## src/rtl/legv8_pkg.sv

```systemverilog
// Shared LEGv8 datapath types: condition codes, NZCV flag bundle
// and the ALU opcodes the EX/MEM stage needs to interpret carry.
package legv8_pkg;

   typedef enum logic [3:0] {
      C_EQ = 4'b0000,
      C_NE = 4'b0001,
      C_HS = 4'b0010,
      C_LO = 4'b0011,
      C_MI = 4'b0100,
      C_PL = 4'b0101,
      C_VS = 4'b0110,
      C_VC = 4'b0111,
      C_HI = 4'b1000,
      C_LS = 4'b1001,
      C_GE = 4'b1010,
      C_LT = 4'b1011,
      C_GT = 4'b1100,
      C_LE = 4'b1101,
      C_AL = 4'b1110,
      C_NV = 4'b1111
   } cond_e;

   typedef struct packed {
      logic n;
      logic z;
      logic c;
      logic v;
   } nzcv_t;

   localparam logic [3:0] ALU_ADD = 4'b0010;
   localparam logic [3:0] ALU_SUB = 4'b0110;

endpackage

```

## src/rtl/ex_mem_stage_cond_eval.sv

```systemverilog
// B.cond condition evaluator: maps a condition code and the
// NZCV register onto a taken/not-taken decision.
module cond_eval
   import legv8_pkg::*;
(
   input  cond_e cond_i,
   input  nzcv_t flags_i,
   output logic  take_o
);

   logic w_nev;

   assign w_nev = (flags_i.n == flags_i.v);

   always_comb begin
      take_o = 1'b0;
      unique case (cond_i)
         C_EQ: take_o = flags_i.z;
         C_NE: take_o = !flags_i.z;
         C_HS: take_o = flags_i.c;
         C_LO: take_o = !flags_i.c;
         C_MI: take_o = flags_i.n;
         C_PL: take_o = !flags_i.n;
         C_VS: take_o = flags_i.v;
         C_VC: take_o = !flags_i.v;
         C_HI: take_o = flags_i.c & !flags_i.z;
         C_LS: take_o = !flags_i.c | flags_i.z;
         C_GE: take_o = w_nev;
         C_LT: take_o = !w_nev;
         C_GT: take_o = !flags_i.z & w_nev;
         C_LE: take_o = flags_i.z | !w_nev;
         C_AL: take_o = 1'b1;
         C_NV: take_o = 1'b1;
         default: take_o = 1'b0;
      endcase
   end

endmodule

```

## src/rtl/ex_mem_stage.sv

```systemverilog
// EX/MEM pipeline register with NZCV flags and branch resolution.
// Define EXMEM_BCOND_EN to build the flags register and B.cond path.
module ex_mem_stage
   import legv8_pkg::*;
#(
   parameter int XLEN = 64,
   parameter int REGW = 5
) (
   input  logic            clk,
   input  logic            reset,
   input  logic            stall_i,
   input  logic            flush_i,
   input  logic            valid_i,
   input  logic [3:0]      alu_ctrl_i,
   input  logic [XLEN-1:0] result_i,
   input  logic            zero_i,
   input  logic            negative_i,
   input  logic            carry_i,
   input  logic            overflow_i,
   input  logic            set_flags_i,
   input  logic            cbz_i,
   input  logic            cbnz_i,
   input  logic            bcond_i,
   input  logic            uncond_i,
   input  logic [3:0]      cond_i,
   input  logic [XLEN-1:0] branch_target_i,
   input  logic [XLEN-1:0] write_data_i,
   input  logic [REGW-1:0] rd_i,
   input  logic            reg_write_i,
   input  logic            mem_read_i,
   input  logic            mem_write_i,
   input  logic            mem_to_reg_i,
   output logic            valid_o,
   output logic            reg_write_o,
   output logic            mem_read_o,
   output logic            mem_write_o,
   output logic            mem_to_reg_o,
   output logic [XLEN-1:0] result_o,
   output logic [XLEN-1:0] write_data_o,
   output logic [XLEN-1:0] branch_target_o,
   output logic [REGW-1:0] rd_o,
   output logic            pc_src_o,
   output logic [3:0]      flags_o
);

   logic  w_le;
   logic  w_bub;
   logic  w_acc;
   logic  w_take;
   logic  w_cond_take;
   logic  w_bc_take;
   nzcv_t w_flags;

   assign w_le  = !stall_i;
   assign w_bub = flush_i | !valid_i;
   assign w_acc = w_le & !w_bub;

   cond_eval u_cond_eval (
      .cond_i  (cond_e'(cond_i)),
      .flags_i (w_flags),
      .take_o  (w_cond_take)
   );

`ifdef EXMEM_BCOND_EN
   nzcv_t r_flags;
   nzcv_t w_flags_nxt;

   // ALU bit 64 on a subtract is a borrow, so ARM carry is its inverse
   always_comb begin
      w_flags_nxt = r_flags;
      if (w_acc && set_flags_i) begin
         w_flags_nxt.n = negative_i;
         w_flags_nxt.z = zero_i;
         w_flags_nxt.v = overflow_i;
         if (alu_ctrl_i == ALU_ADD)
            w_flags_nxt.c = carry_i;
         else if (alu_ctrl_i == ALU_SUB)
            w_flags_nxt.c = !carry_i;
         else
            w_flags_nxt.c = 1'b0;
      end
   end

   always_ff @(posedge clk) begin
      if (reset)
         r_flags <= '0;
      else
         r_flags <= w_flags_nxt;
   end

   assign w_flags   = r_flags;
   assign w_bc_take = w_cond_take;
`else
   logic w_unused;

   assign w_flags   = '0;
   assign w_bc_take = 1'b0;
   assign w_unused  = ^{alu_ctrl_i, set_flags_i, negative_i,
                        carry_i, overflow_i, w_cond_take};
`endif

   assign flags_o = w_flags;

   always_comb begin
      w_take = 1'b0;
      unique case (1'b1)
         uncond_i: w_take = 1'b1;
         cbz_i:    w_take = zero_i;
         cbnz_i:   w_take = !zero_i;
         bcond_i:  w_take = w_bc_take;
         default:  w_take = 1'b0;
      endcase
   end

   always_ff @(posedge clk) begin
      if (reset) begin
         valid_o         <= 1'b0;
         reg_write_o     <= 1'b0;
         mem_read_o      <= 1'b0;
         mem_write_o     <= 1'b0;
         mem_to_reg_o    <= 1'b0;
         pc_src_o        <= 1'b0;
         result_o        <= '0;
         write_data_o    <= '0;
         branch_target_o <= '0;
         rd_o            <= '0;
      end else if (w_le) begin
         if (w_bub) begin
            valid_o      <= 1'b0;
            reg_write_o  <= 1'b0;
            mem_read_o   <= 1'b0;
            mem_write_o  <= 1'b0;
            mem_to_reg_o <= 1'b0;
            pc_src_o     <= 1'b0;
         end else begin
            valid_o         <= 1'b1;
            reg_write_o     <= reg_write_i;
            mem_read_o      <= mem_read_i;
            mem_write_o     <= mem_write_i;
            mem_to_reg_o    <= mem_to_reg_i;
            pc_src_o        <= w_take;
            result_o        <= result_i;
            write_data_o    <= write_data_i;
            branch_target_o <= branch_target_i;
            rd_o            <= rd_i;
         end
      end
   end

endmodule
```

## config.mk

```make
export PLATFORM = sky130hd
export DESIGN_NAME = ex_mem_stage
export DESIGN_NICKNAME = d
export VERILOG_FILES = /design/src/rtl/legv8_pkg.sv /design/src/rtl/ex_mem_stage_cond_eval.sv /design/src/rtl/ex_mem_stage.sv
export SDC_FILE = /design/constraint.sdc
export NUM_CORES = 1
export LEC_CHECK = 0
export ABC_CLOCK_PERIOD_IN_PS = 4100
export BUFFER_PORTS_ARGS = -buffer_cell sky130_fd_sc_hd__buf_2
export CORE_AREA = 2 2 166 168
export CTS_BUF_LIST = sky130_fd_sc_hd__clkbuf_2
export DETAILED_ROUTE_END_ITERATION = 7
export DIE_AREA = 0 0 168 170
export GPL_ROUTABILITY_DRIVEN = 0
export PLACE_DENSITY = 0.62
export SETUP_SLACK_MARGIN = 0.5
export SLEW_MARGIN = 20
export SYNTH_ARGS = -nofsm -noshare
export SYNTH_HDL_FRONTEND = slang
export SYNTH_SLANG_ARGS = --single-unit
```

## constraint.sdc

```tcl
create_clock -name clk -period 4.1 [get_ports clk]
set_input_delay 0.41 -clock clk [delete_from_list [all_inputs] [get_ports clk]]
set_output_delay 0.41 -clock clk [all_outputs]
set_load 0.05 [all_outputs]
```

# Word level (Yosys, flattened, before mapping)
# Index checks and enable logic that the tools add are counted.
dict set report word_totals {
  ff_bits 203
  in_bits 223
  output_inout_bits 207
  word_cells 23
}
dict set report classes {
  muxes 7
  bitwise 3
  n_reduce_logical 3
}
# op n
set ops {}
lappend ops {{1-bit 2-to-1 mux} 6}
lappend ops {{1-bit case mux with 3 select lines} 1}
lappend ops {{1-bit logical NOT} 2}
lappend ops {{1-bit inverter} 2}
lappend ops {{2-bit AND reduction} 1}
lappend ops {{1-bit OR} 1}

# Longest topological paths before layout
# Gate-level depths: netlist of run 1.
dict set report logic_depth {
  ltp_word 4
  depth_mapped 7
  depth_no_buf 3
}

# Least setup slack after synthesis of run 1
# No wires, ideal clock.
dict set report synth_path {
  path_type {in2reg}
  from {input stall_i}
  to {register branch_target_o[48]}
  setup_time_ps 132
  arrival_ps 1465
  required_time_ps 3968
  setup_slack_ps 2502
  stages 7
  n_path_buf 4
  path_cell_list {buf_2 or3b_1 buf_2 buf_6 buf_6 nand2_1 a21oi_1}
}
dict set report synth_via {
  elab_chain_len 2
}
# item line_no
set synth_rtl {}
lappend synth_rtl {{start, declared} ex_mem_stage.sv:11} ;# input logic stall_i,
lappend synth_rtl {{1-bit inverter (no line)} --}
lappend synth_rtl {{2-bit AND reduction (no line)} --}
lappend synth_rtl {{end signal, assigned} ex_mem_stage.sv:144} ;# branch_target_o <= branch_target_i;
lappend synth_rtl {{end, declared} ex_mem_stage.sv:40} ;# output logic [XLEN-1:0] branch_target_o,
# Every way passes these cells.
# A chain may end at the register's enable or synchronous reset.

==> impl_metrics.tcl, run 1 <==
set metrics [dict create \
    final.min_clock_period_ns 2.666 \
    place_area_um2 9223 \
    synth_area_leaders "dfxtp_1 58%, nand2_1 21%, a21oi_1 14%" \
    via_per_inst 4.426 \
    layout.cells.non_filler 1869 \
    cts_buffers 52 \
    maxCapViolCount 0 \
    power_switching_share_pct 30.89 \
    reg2reg_slack_ns 2.83 \
    finalSetupViolCount 0 \
    worstSetupPathType "primary input to flip-flop" \
    fin_tns_setup_ns 0 \
    hold_depth 2 \
    first_pass_iters 5 \
    holdWs_ns 0.1832 \
    p_sw_uw 1309 \
    grt_overflow 0 \
    vias 8273 \
    antenna_found_initial 2 \
    grt_pass1_vias 8266 \
    ant_nets 0 \
    clockBufferDepth 3 \
    power_density_nw_per_um2 359.4 \
    grt_start_max_net_pins 136 \
    post-place-cells 1572 \
    p_leak_uw 0.005415 \
    avgSynthCellArea_um2 7.985 \
    synth-seq-area-share_pct 57.64 \
    nets 1717 \
    ios 430 \
    final_common_cell "buf_2" \
    netlist_instances 883 \
    cts.repair.resized 0 \
    drv_slew 0 \
    worstSetupEndpointType "flip-flop" \
    tightest_slew_ns 1.003 \
    track_usage_pct 17.17 \
    critPathRequiredTime_ns 4.81 \
    pre_cts_ws_ns 1.938 \
    wl_per_cell_um 14.04 \
    clockPowerShare_pct 33.7 \
    mostFrequentLayoutCells "411 x buf_2, 396 x nand2_1, 209 x dlygate4sd3_1" \
    maxSlewHeadroom_pct 33.12 \
    die-area_um2 28560 \
    syn_area_um2 7051 \
    grt_pass1_wl_um 40310 \
    power_frac_seq_pct 48.8 \
    drt_iter0_drc 419 \
    rows 60 \
    die_h_um 170 \
    crit_arrival_ns 3.37 \
    yosysWarnings 0 \
    ir_drop_mv 0.2034 \
    fin_skew_ns 0 \
    drc 0 \
    fp.dieW_um 168 \
    hp-start "reset" \
    synth_top_area_share_pct 57.64 \
    yosysUniqueCellTypes 15 \
    ys_ff_latch 203 \
    clk_latency_ns 0.77 \
    fill_cells 2547 \
    pwr-share-comb_pct 17.5 \
    crit_fanout 135 \
    regToRegStartpoint "mem_read_o" \
    area_growth_pct 67.20 \
    finalCritPeriodShare_pct 65.03 \
    max_freq_ghz 0.3750 \
    crit_path_start_kind "primary input" \
    initial_utilization_pct 26.46 \
    cellInternalPower_uw 2928 \
    numClockSinks 203 \
    cts_setup_buffers 0 \
    coreArea_um2 26650 \
    synth.largest_area_cell "dfxtp_1" \
    drive_above_1_share_pct 32.57 \
    rsz0062_at_grt "false" \
    min_to "result_o[39]" \
    worstReg2RegEnd "mem_read_o" \
    clockRootBuffer "clkbuf_2" \
    rr_worst_depth 3 \
    wl_um 26250 \
    dp_hpwl_um 15230 \
    hold_class "primary input to flip-flop" \
    io_buffers 412 \
    clk_pin_slew_worst_paths_ns 0.10 \
    setup_slack_ns 1.434 \
    finalInstanceArea_um2 11790 \
    hold_viol_final 0 \
    outcome "completed" \
    cts_tree "done" \
    cts_max_level 2 \
]
[timing repair]
item | in CTS | in global routing
setup endpoints to repair | 0 | 0
hold buffers | 209 | 0
hold endpoints to repair | 203 | 0
[layer usage]
metal / vias up / global-route usage [%] / wire, µm
met5: - / 0 / 0
met4: 0 / 7.713 / 927
met3: 72 / 5.279 / 2178
met2: 391 / 30.92 / 12940
met1: 3752 / 18.55 / 10200
li1: 4058 / - / -
[how the worst max path moves through the flow]
stage / startpoint / to / slack [ns]
2_1_floorplan: stall_i / branch_target_o[48] / 2.50
3_3_place_gp: stall_i / branch_target_o[40] / 2.01
3_5_place_dp: stall_i / branch_target_o[39] / 1.94
4_1_cts: stall_i / pc_src_o / 1.56
5_1_grt: stall_i / pc_src_o / 1.34
6_report: stall_i / pc_src_o / 1.43
[stage by stage]
step	util [%]	power, µW
floorplan	-	2497
global placement	34.61	2685
detailed placement	34.61	2690
CTS	44.22	4299
global route	44.23	4449
finish	44.23	4237
[synthesized netlist by cell type]
cell      count
nand2_1     396
dfxtp_1     203
a21oi_1     199
clkbuf_1     31
buf_2        22
buf_6        14
a22oi_1       4
buf_4         4
nor2_1        4
buf_1         1
conb_1        1
mux2_2        1
nor3b_2       1
o21ai_0       1
or3b_1        1
[critical path, stage by stage]
cell           delay [ns]
dlygate4sd3_1        0.55
buf_2                0.20
nor3b_4              0.26
buf_12               0.38
o21ai_0              0.18
dlygate4sd3_1        0.59
a21oi_1              0.14
dlygate4sd3_1        0.57
[power by group through the flow]
stage | combinational, µW | sequential (µW) | clock, µW
floorplan | 160 | 2340 | 0
global placement | 576 | 2110 | 0
detailed placement | 579 | 2110 | 0
CTS | 735 | 2070 | 1500
global route | 787 | 2080 | 1590
finish | 743 | 2070 | 1430
[cell type report]
class                      count  area (µm²)  share of cell area (%)
multi-input combinational    611        2589                   21.96
timing repair buffer         626        4235                   35.93
antenna                        2       5.005                 0.04245
sequential                   203        4064                   34.47
clock inverter                12       98.84                  0.8385
clock buffer                  74       370.4                   3.142
tap                          341       426.7                   3.619
[kinds of logic (layout without fill, tap and decap cells)]
kind of cell	count (synthesis)	after routing	synth area share (%)
AOI/OAI and AO/OA	204	204	14.62
buffers and inverters	72	712	5.927
DFF	203	203	57.64
muxes	1	1	0.1597
other	1	6	0.05319
and+or+nand+nor	402	402	21.60
[sequential cells by signal, indices dropped and copies added (netlist names)]
name,flops
result_o,64
branch_target_o,64
valid_o,1
reg_write_o,1
mem_write_o,1
mem_to_reg_o,1
rd_o,5
write_data_o,64
mem_read_o,1
pc_src_o,1
Note: power is estimated with default switching activity, not from simulation.
==> inputs of run 2 (changes only) <==
Settings changed: ABC_CLOCK_PERIOD_IN_PS 4100 to 2500, CORE_AREA 2 2 166 168 to 2 2 169 171, DIE_AREA 0 0 168 170 to 0 0 171 173, PLACE_DENSITY 0.62 to 0.61.
Clock period 4.1 ns to 2.5 ns, I/O delays scaled along.
==> run 2 against run 1 <==
Compared with the run above: synthesized cell count unchanged; area after synthesis stayed put; the flow now stops in clock tree synthesis.
==> impl_metrics.tcl, run 2 <==
set metrics [dict create \
    cts.repair.resized 0 \
    cts_setup_buffers 0 \
    clockBufferDepth 3 \
    ys_ff_latch 203 \
    synth.largest_area_cell "dfxtp_1" \
    dp_hpwl_um 15320 \
    synth_top_area_share_pct 57.64 \
    numClockSinks 203 \
    ios 430 \
    stop_error "[ERROR RSZ-0060] Max buffer count reached." \
    die_h_um 173 \
    clockRootBuffer "clkbuf_2" \
    cts_buffers 53 \
    rows 61 \
    cts_max_level 2 \
    yosysUniqueCellTypes 15 \
    initial_utilization_pct 25.52 \
    ys_top_cells_by_count "396 x nand2_1, 203 x dfxtp_1, 199 x a21oi_1" \
    io_buffers 412 \
    synth-seq-area-share_pct 57.64 \
    outcome "aborted with a tool error" \
    synth.most_common_cell "nand2_1" \
    pre_cts_ws_ns 0.8404 \
    avgSynthCellArea_um2 7.985 \
    fp.dieW_um 171 \
    lastStage "clock tree synthesis" \
    netlist_instances 883 \
    yosysWarnings 0 \
    ys.flop_type "dfxtp_1" \
    syn_area_um2 7051 \
    synth_area_leaders "dfxtp_1 58%, nand2_1 21%, a21oi_1 14%" \
    synth_edf_count 0 \
    async_reset_ff_share_pct 0 \
    place_area_um2 9351 \
    holdBufCountCts 340 \
]
## run 2: cell counts after synthesis
No cell type changed its count.
## run 2: cells by family after synthesis
kind of cell	after synthesis	share of synthesized area (%)
mux	1	0.1597
other cells	1	0.05319
buf+inv	72	5.927
compound gates	204	14.62
flops	203	57.64
simple gates	402	21.60
## run 2: per-stage QoR
| stage | utilization (%) | std cells |
|---|---|---|
| 3_5_place_dp | 33.85 | 1615 |
| 3_3_place_gp | 33.85 | 1615 |
| 2_1_floorplan | - | 886 |
==> inputs of run 3 (changes only) <==
Settings changed: CORE_AREA 2 2 169 171 to 2 2 167 169, CTS_BUF_LIST sky130_fd_sc_hd__clkbuf_2 to not set, DIE_AREA 0 0 171 173 to 0 0 169 171, PLACE_DENSITY 0.61 to not set, PLACE_DENSITY_LB_ADDON set to 0.15, SETUP_SLACK_MARGIN 0.5 to not set.
==> run 3 against run 2 <==
Compared with the run above: the flow now finishes without violations.
==> impl_metrics.tcl, run 3 (synthesized netlist as in run 1, its figures left out) <==
set metrics [dict create \
    outcome "completed" \
    fin_skew_ns 0 \
    power_density_nw_per_um2 666.9 \
    drv_slew 0 \
    coreArea_um2 27320 \
    via_per_inst 4.317 \
    maxCapViolCount 0 \
    hold_class "primary input to flip-flop" \
    worstSetupEndpointType "output pin" \
    fp.dieW_um 169 \
    fill_cells 2789 \
    slowest_stage "dfxtp_1" \
    final.min_clock_period_ns 1.445 \
    dp_hpwl_um 16320 \
    reg2reg_slack_ns 1.83 \
    rows 61 \
    crit_family "flip-flops" \
    die-area_um2 28900 \
    clockBufferDepth 3 \
    critical_path.cell_chain "buf_2" \
    maxSlewHeadroom_pct 58.89 \
    cts_setup_buffers 0 \
    drt_iter0_drc 324 \
    ios 430 \
    numClockSinks 203 \
    grt_pass1_vias 7390 \
    wl_per_cell_um 13.95 \
    die_h_um 171 \
    critPathRequiredTime_ns 2.25 \
    p_leak_uw 0.005440 \
    wl_um 25350 \
    hold_viol_final 0 \
    initial_utilization_pct 25.80 \
    clk_pin_slew_worst_paths_ns 0.06 \
    clk_latency_ns 0.50 \
    post-place-cells 1583 \
    finalSetupViolCount 0 \
    fin_tns_setup_ns 0 \
    max_freq_ghz 0.6921 \
    ant_nets 0 \
    clockRootBuffer "clkbuf_16" \
    crit_path_start_kind "flip-flop" \
    cts_buffers 24 \
    path_buf_inv 1 \
    holdBufCountCts 194 \
    drc 0 \
    antenna_found_initial 1 \
    reg_top3 "branch_target_o: 64 flops, result_o: 64 flops, write_data_o: 64 flops" \
    worstSetupPathType "flip-flop to output pin" \
    crit_arrival_ns 1.19 \
    ir_drop_mv 0.4500 \
    area_growth_pct 70.90 \
    grt_start_max_net_pins 109 \
    cts_max_level 1 \
    vias 7848 \
    tightest_slew_ns 0.6167 \
    io_buffers 412 \
    cts.repair.resized 0 \
    finalCritPeriodShare_pct 57.79 \
    rsz0062_at_grt "false" \
    drive_above_1_share_pct 31.48 \
    grt_overflow 0 \
    layout.cells.non_filler 1818 \
    grt_pass1_wl_um 38290 \
    nets 1680 \
    crit_fanout 2 \
    cts_tree "done" \
    final_common_cell "buf_2" \
    track_usage_pct 16.19 \
    mostFrequentLayoutCells "411 x buf_2, 396 x nand2_1, 203 x dfxtp_1" \
    first_pass_iters 4 \
    critPathMaxStageDelay_ns 0.39 \
]
[run 3: metal layers]
metal,up-vias,wire (µm),global-route usage [%]
li1,3959,-,-
met1,3542,10320,18.67
met2,298,12130,28.39
met3,49,2143,4.904
met4,0,758,5.909
met5,-,0,0
[run 3: final timing paths]
path / cells after the start / start / end
max reg2reg: 2 / mem_to_reg_o / mem_to_reg_o
min reg2reg: 2 / write_data_o[24] / write_data_o[24]
min: 3 / result_i[56] / result_o[56]
max: 1 / branch_target_o[32] / branch_target_o[32]
[run 3: layout make-up]
class                      count  area (µm²)  area share [%]
tap                          346       432.9           3.593
timing repair buffer         617        4180           34.69
clock buffer                  34       719.4           5.971
antenna                        1       2.502         0.02077
multi-input combinational    611        2589           21.48
sequential                   203        4064           33.73
clock inverter                 6       61.31          0.5088
[run 3: where the power goes]
part	internal [µW]	leakage, µW	switching, µW
registers	3340	0.00165	48.4
clock network	2090	0.000385	1340
logic	475	0.00341	738
[run 3: worst min-delay path, cell delays in order]
cell     delay, ns
buf_2         0.10
nand2_1       0.07
a21oi_1       0.06
[run 3: metrics by stage]
step                hold slack [ns]  setup WS [ns]  utilization, %  power, µW  cell area [µm²]
finish                      0.02508          1.055           44.10       8035            12050
global route                0.02340          1.013           44.10       8392            12050
CTS                       0.0007734          1.003           44.09       8167            12050
detailed placement           0.4431         0.7735           34.12       4436             9324
global placement             0.4363         0.7754           34.12       4429             9324
floorplan                    0.3860          1.062               -       4095             7062
